## src/rtl/cic3_pkg.sv

```systemverilog
// Shared constants and monitor-select codes for the third-order CIC decimator.
package cic3_pkg;

  localparam int unsigned CIC_ORDER  = 3;
  localparam int unsigned DECIM_LOG2 = 8;
  localparam int unsigned OUT_W      = 25;

  // Monitor select codes; any code above MON_IN reads as zero.
  typedef enum logic [3:0] {
    MON_Y   = 4'd0,
    MON_I1  = 4'd1,
    MON_I2  = 4'd2,
    MON_I3  = 4'd3,
    MON_D1  = 4'd4,
    MON_D2  = 4'd5,
    MON_CNT = 4'd6,
    MON_IN  = 4'd7
  } mon_sel_e;

endpackage

```

## src/rtl/cic_integrator.sv

```systemverilog
// One integrator stage: OUT_W-bit wrapping accumulator with enable.
module cic_integrator
  import cic3_pkg::*;
(
  input  logic             clk,
  input  logic             reset_n,
  input  logic             en_i,
  input  logic [OUT_W-1:0] add_i,
  output logic [OUT_W-1:0] acc_o
);

  logic [OUT_W-1:0] acc_q;
  logic [OUT_W-1:0] acc_d;

  // Next accumulator value; modulo 2^OUT_W wrap is intended.
  always_comb begin
    acc_d = acc_q;
    if (en_i) acc_d = acc_q + add_i;
  end

  // Accumulator register.
  always_ff @(posedge clk or negedge reset_n) begin
    if (!reset_n) acc_q <= '0;
    else          acc_q <= acc_d;
  end

  assign acc_o = acc_q;

endmodule

```

## src/rtl/cic3_decimator.sv

```systemverilog
// Third-order CIC decimator (ratio 256): 1-bit sigma-delta in, 25-bit PCM out,
// with a debug monitor mux onto the output bus.
module cic3_decimator
  import cic3_pkg::*;
(
  input  logic             clk,
  input  logic             reset_n,
  input  logic             in,
  input  logic [3:0]       digital_monitor_sel,
  output logic [OUT_W-1:0] out
);

  // integ[0] is the zero-extended input bit; integ[k] is integrator k output.
  logic [CIC_ORDER:0][OUT_W-1:0]   integ;
  logic [CIC_ORDER-1:0][OUT_W-1:0] dly_q;
  logic [CIC_ORDER-1:0][OUT_W-1:0] dly_d;
  logic [CIC_ORDER-1:0][OUT_W-1:0] diff;
  logic [OUT_W-1:0]                y_q;
  logic [OUT_W-1:0]                y_d;
  logic [DECIM_LOG2-1:0]           cnt_q;
  logic [DECIM_LOG2-1:0]           cnt_d;
  logic                            strobe;

  assign integ[0] = OUT_W'(in);

  // Integrator cascade: each stage adds the previous stage's registered value.
  for (genvar k = 0; k < CIC_ORDER; k++) begin : g_integ
    cic_integrator u_integ (
      .clk     (clk),
      .reset_n (reset_n),
      .en_i    (1'b1),
      .add_i   (integ[k]),
      .acc_o   (integ[k+1])
    );
  end

  assign cnt_d  = cnt_q + 1'b1;
  assign strobe = &cnt_q;

  // Comb chain: all differences settle combinationally within the strobe cycle.
  always_comb begin
    diff  = '0;
    dly_d = dly_q;
    y_d   = y_q;
    diff[0] = integ[CIC_ORDER] - dly_q[0];
    for (int unsigned k = 1; k < CIC_ORDER; k++) begin
      diff[k] = diff[k-1] - dly_q[k];
    end
    if (strobe) begin
      dly_d[0] = integ[CIC_ORDER];
      for (int unsigned k = 1; k < CIC_ORDER; k++) begin
        dly_d[k] = diff[k-1];
      end
      y_d = diff[CIC_ORDER-1];
    end
  end

  // Decimation counter, comb delay lines and output sample register.
  always_ff @(posedge clk or negedge reset_n) begin
    if (!reset_n) begin
      cnt_q <= '0;
      dly_q <= '0;
      y_q   <= '0;
    end else begin
      cnt_q <= cnt_d;
      dly_q <= dly_d;
      y_q   <= y_d;
    end
  end

  // Monitor mux: combinational view of registered nodes (plus the live input bit).
  always_comb begin
    out = '0;
    case (mon_sel_e'(digital_monitor_sel))
      MON_Y:   out = y_q;
      MON_I1:  out = integ[1];
      MON_I2:  out = integ[2];
      MON_I3:  out = integ[3];
      MON_D1:  out = dly_q[0];
      MON_D2:  out = dly_q[1];
      MON_CNT: out = OUT_W'(cnt_q);
      MON_IN:  out = OUT_W'(in);
      default: out = '0;
    endcase
  end

endmodule

```

## config.mk

```make
export PLATFORM = sky130hd
export DESIGN_NAME = cic3_decimator
export DESIGN_NICKNAME = d
export VERILOG_FILES = /design/src/rtl/cic3_pkg.sv /design/src/rtl/cic_integrator.sv /design/src/rtl/cic3_decimator.sv
export SDC_FILE = /design/constraint.sdc
export NUM_CORES = 1
export LEC_CHECK = 0
export ABC_AREA = 1
export BUFFER_PORTS_ARGS = -buffer_cell sky130_fd_sc_hd__buf_2
export CORE_MARGIN = 3
export CORE_UTILIZATION = 65
export CTS_CLUSTER_SIZE = 25
export DETAILED_ROUTE_END_ITERATION = 10
export GPL_ROUTABILITY_DRIVEN = 0
export PLACE_DENSITY = 0.83
export SLEW_MARGIN = 20
export SYNTH_ARGS = -nofsm -noshare
export SYNTH_HDL_FRONTEND = slang
export SYNTH_SLANG_ARGS = --single-unit
```

## constraint.sdc

```tcl
create_clock -name clk -period 12.5 [get_ports clk]
set_input_delay 2.5 -clock clk [delete_from_list [all_inputs] [get_ports clk]]
set_output_delay 2.5 -clock clk [all_outputs]
set_load 0.02 [all_outputs]
```

# Word-level counts from Yosys, hierarchy flattened
# Cells that the tools add are included.
# classes
add_sub_neg	7
n_eq_ne	7
n_mux	1
reduce_logical	2
# op_table
operator	count
$pmux 25 s8	1
$sub 25x25->25	3
$add 25x25->25	2
$add 25x1->25	1
$eq 4x3->1 const B	4
$add 8x1->8 const B	1
$eq 4x2->1 const B	2
$reduce_and 8->1	1
$eq 4x1->1 const B	1
$logic_not 4->1	1
# totals
reg_bits	183
in_bits	7
output_inout_bits	25
elab_cells	25

# Longest topological paths before layout
# depth
word_depth	3
ltp_mapped	34
depth_no_buf	34

# Cells and area by module
# From an unflattened synthesis, not the netlist that was laid out.
# unflattened
cells_unflattened	2631
area_unflattened_um2	17137.7
# modules_own_cells
module	instances	cells_per_inst	area_per_inst_um2
cic3_decimator	1	1224	8921.1
cic_integrator	3	469	2738.9

# Least setup slack after synthesis
# No wires, ideal clock.
# synth_path
path_kind	input -> output
from	input digital_monitor_sel[2]
to	output out[10]
arrival_time_ns	3.874
required_ns	10.000
setup_slack_ns	6.126
path_stages	7
cell_sequence	inv_1 nor2_1 inv_1 nor2_1 clkinv_1 clkbuf_1 o221ai_1
# synth_via
elab_chain_cells	2
elab_cells_between_ends	9
cone_classes	7 x eq/ne; 1 x mux; 1 x reduce/logical
# synth_lines
item	line	rtl
from (decl)	cic3_decimator.sv:9	input logic [3:0] digital_monitor_sel,
$eq 4x3->1, or another cell as far along	cic3_decimator.sv:74	case (mon_sel_e'(digital_monitor_sel))
$pmux 25 s8 *	cic3_decimator.sv:74	
to (decl)	cic3_decimator.sv:10	output logic [OUT_W-1:0] out
# Mark *: on every way between the ends. The rest lies on a longest branch, timed or not.

# Final worst setup path
# layout_path
from	input digital_monitor_sel[3]
to	output out[18]
# Same word-level chain as after synthesis.

==> flow_results.org <==
** Status
- The flow ran to the end, and the final reports show no timing, DRC or antenna violations.

** Floorplan
- The initialized floorplan defines 51 standard-cell rows.
- Die boundary height :: 149 um
- For this configuration, the core starts out at a cell density of 0.670.
- The die covers 22,200 um^2.
- Placeable core area :: 19,800 um^2
- Measured along the x axis, the die boundary spans 149 um.
- Io pins :: 32

** Timing
- Headroom to the max-slew limit came out at 0.325.
- Fin worst setup slack :: 4990 ps
- For the final routed database, the setup TNS stands at 0 ps.
- The count of final hold-check violations is 0.
- For the finished layout, the period the worst path requires is 7510 ps.
- Timing would allow up to 133 MHz.
- Clock Skews :: 16.0 ps
- Setup violations remaining at the end of the flow were counted as 0.
- Dividing the final minimum period by the clock period gives 0.601.
- Unrepaired setup endpoints after global routing :: no
- Actual transition at the worst max-transition pin :: 1010 ps
- Count of final max-slew check failures :: 0

** Cells and area
- NumNets Final :: 1,862
- The area growth from synthesis to layout is 7.67%.
- Post-route design area :: 14,300 um^2
- Fraction of final layout cells with drive strength greater than 1 :: 0.0546
- The repair_antennas step left the layout with diodes totalling 0.
- Filler cell count in the final layout :: ~1.6k

** Yosys
- Avg Inst Size Synth :: 7.80 um^2
- Flop and latch count out of synthesis :: 183
- Unique cell type count in the Yosys netlist :: 45
- The share of synthesized area in the top cell type comes to 0.345.
- For this run, asynchronously set or reset flops after synthesis account for 1.00.
- Yosys mapped a number of flops with a built-in enable equal to 0.
- The synthesized design spends more area on one cell type than any other, namely dfrtp_1.
- When the netlist entered floorplanning its net count stood at 1,836.
- Of the synthesized area, sequential elements account for 0.345.
- During synthesis, Yosys emitted a total of 0 warnings.
- Sorting the synthesized cells by area gives the leading types as dfrtp_1 35%, ha_1 12%, nand2_1 11%.
- Combined area of all synthesized cells :: 13,300 um^2
- In the synthesized netlist, the number of instances is 1,701.
- Ys flop type :: dfrtp_1

** Setup path
- End of the worst register-to-register path :: y_q[23]$_DFFE_PN0P_
- The critical path goes through buf_2 > nor2_1 > inv_1 > nor2_1 > inv_1 > o21ai_0 > a221oi_1 > o221ai_1 > buf_2.
- Critical path class :: input pin to output pin
- Crit-path max cell delay :: 780 ps
- At the worst endpoint, the arrival time is between 5000 and 6000 ps.
- The number of cells on the worst reg-to-reg path is 27.
- The slowest stage of the critical path is the nor2_1 cell.
- Along the worst path, the maximum fanout reaches 14.
- The worst register-to-register path begins at g_integ[2].u_integ.acc_o[2]$_DFF_PN0_.
- In this run the register-to-register setup slack is 6890 ps.
- STA classifies the critical path startpoint as an input pin.
- The worst setup path is captured at an output pin.
- For the worst setup path, the data required time is around 10,000 ps.

** Clock network
- The number of gates resized after CTS was 0.
- Clock network latency to the later pin of the worst-skew pair :: 450 ps
- Once the clock tree was built, the setup fixing pass inserted 0 buffers.
- CTS Buf Count :: 17
- Clock Tree Root :: clkbuf_16
- Clock-pin slew of the registers on the worst-case setup and hold paths :: 80 ps
- Max Buffers Root-to-Sink :: 2
- CTS Hold Bufs :: 0
- TritonCTS clock tree :: done
- For this design, the sink count on the clock tree is 183.
- Max H-tree Level :: 4

** Global route
- Largest net degree at the start of global routing :: 115
- Wire length of the first global-routing pass :: roughly 56,000 um
- In the global route stage, overall resource usage came out at 0.317.
- Vias in the first global route :: roughly 12k
- Number of antenna violations at the first check in global routing :: 1
- Grt total ovfl :: 0

** Route
- For this run, design rule violations remaining after detail routing come to 0.
- Via density per instance :: 6.01
- The routed layout has 12.0k vias.
- The count of nets left with antenna violations once routing finished came out at 0.
- 1st-iter DRT viols :: 1,023
- WL final :: 34,300 um
- For this run, the detailed router's first-pass iteration total came to 6.
- In the final routed layout, each cell accounts on average for 17.1 um.

** Hold path
- In this run the worst hold path is classified as register to register.
- End of the worst hold path :: cnt_q[0]$_DFF_PN0_
- Hold Crit Depth :: 1
- Hold Crit Start :: cnt_q[0]$_DFF_PN0_

** Placed design
- Placed wire-length estimate :: 26,100 um
- In this run the tool buffered the top-level ports with 31 buffer cells.
- Pre-CTS worst setup slack :: about 5000 ps
- In this run the cell area measured after placement is 13,700 um^2.

** Run
- Max-cap violations in this run came to 0.
per-stage QoR:
stage          hold WS (ps)  utilization  instances
3_3_place_gp            461        0.692       1973
5_1_grt                 504        0.722       2005
3_5_place_dp            464        0.692       1973
6_report                482        0.722       2005
4_1_cts                 477        0.722       2005
2_1_floorplan           434            -       1701
state kept, by name, summed over array words and instances (netlist names):
signal                 cells
g_integ.u_integ.acc_o     75
y_q                       25
cnt_q                      8
dly_q                     75
worst max path at each step:
stage	start	endpoint	cells after the start
finish	digital_monitor_sel[3]	out[18]	9
global route	digital_monitor_sel[3]	out[10]	9
CTS	digital_monitor_sel[3]	out[22]	9
detailed placement	digital_monitor_sel[3]	out[22]	9
global placement	digital_monitor_sel[3]	out[22]	9
floorplan	digital_monitor_sel[2]	out[10]	7
worst max-delay path: cells and delay by family:
family | cells | cell delay, ps
simple gates | 2 | 930
buf+inv | 4 | 980
compound gates | 3 | 590
cells in the mapped netlist (3+ instances only):
cell,count
nor2_2,3
o211ai_1,5
a21boi_0,6
a22o_1,5
o22ai_1,9
buf_2,10
o21a_1,7
nand2_1,377
nor3_1,21
xor2_1,94
a31oi_1,10
o21ai_0,136
o21ai_2,4
fa_1,5
a21o_1,12
nand4_1,20
nor2_1,91
o2111ai_1,9
clkbuf_1,20
a21oi_1,126
inv_1,217
a221oi_1,28
o221ai_1,12
o21ai_1,8
nor3_2,3
nand3_1,73
ha_1,123
dfrtp_1,183
or2_2,6
o21bai_1,16
xnor2_1,31
nor4_1,7
and2_1,6
nand3_2,3
cell type report:
cell class	count	area (um^2)	share of cell area
clock buffer	18	439	0.0308
clock inverter	14	154	0.0108
inverter	218	818	0.0573
multi-input combinational	1269	7740	0.542
sequential	183	4580	0.321
tap	265	332	0.0232
timing repair buffer	38	216	0.0152
per-layer routing:
layer / wire length (um) / global-route usage / vias to the layer above
met5: 17 / 0 / -
li1: - / - / 5811
met2: 15600 / 0.511 / 530
met4: 1210 / 0.120 / 2
met1: 14500 / 0.427 / 5592
met3: 3050 / 0.0635 / 109
cells by family (layout without fill, tap and decap cells):
kind of cell | count (synthesis) | in the layout | synth area share
XOR/XNOR | 125 | 125 | 0.0826
AO/OA/AOI/OAI | 401 | 401 | 0.181
flip-flops | 183 | 183 | 0.345
AND/OR/NAND/NOR | 615 | 615 | 0.196
buffers and inverters | 249 | 288 | 0.0717
adder cells (fa/ha/maj) | 128 | 128 | 0.124
cells in the final DEF (no fill, tap or decap), types with 4 or more instances in the layout:
master       n
nand2_1    377
inv_1      217
dfrtp_1    183
o21ai_0    136
a21oi_1    126
ha_1       123
xor2_1      94
nor2_1      90
nand3_1     73
xnor2_1     31
buf_2       30
a221oi_1    28
nor3_1      21
nand4_1     20
clkbuf_16   17
o21bai_1    16
a21o_1      12
o221ai_1    12
a31oi_1     10
o2111ai_1    9
o22ai_1      9
o21ai_1      8
o21a_1       7
nor4_1       7
buf_4        7
or2_2        6
and2_1       6
a21boi_0     6
o211ai_1     5
a22o_1       5
fa_1         5
inv_6        5
inv_8        5
o21ai_2      4
nor2_2       4
Power is not shown: default switching activity piles up to over one toggle a cycle in this logic, so the estimate is an artifact.
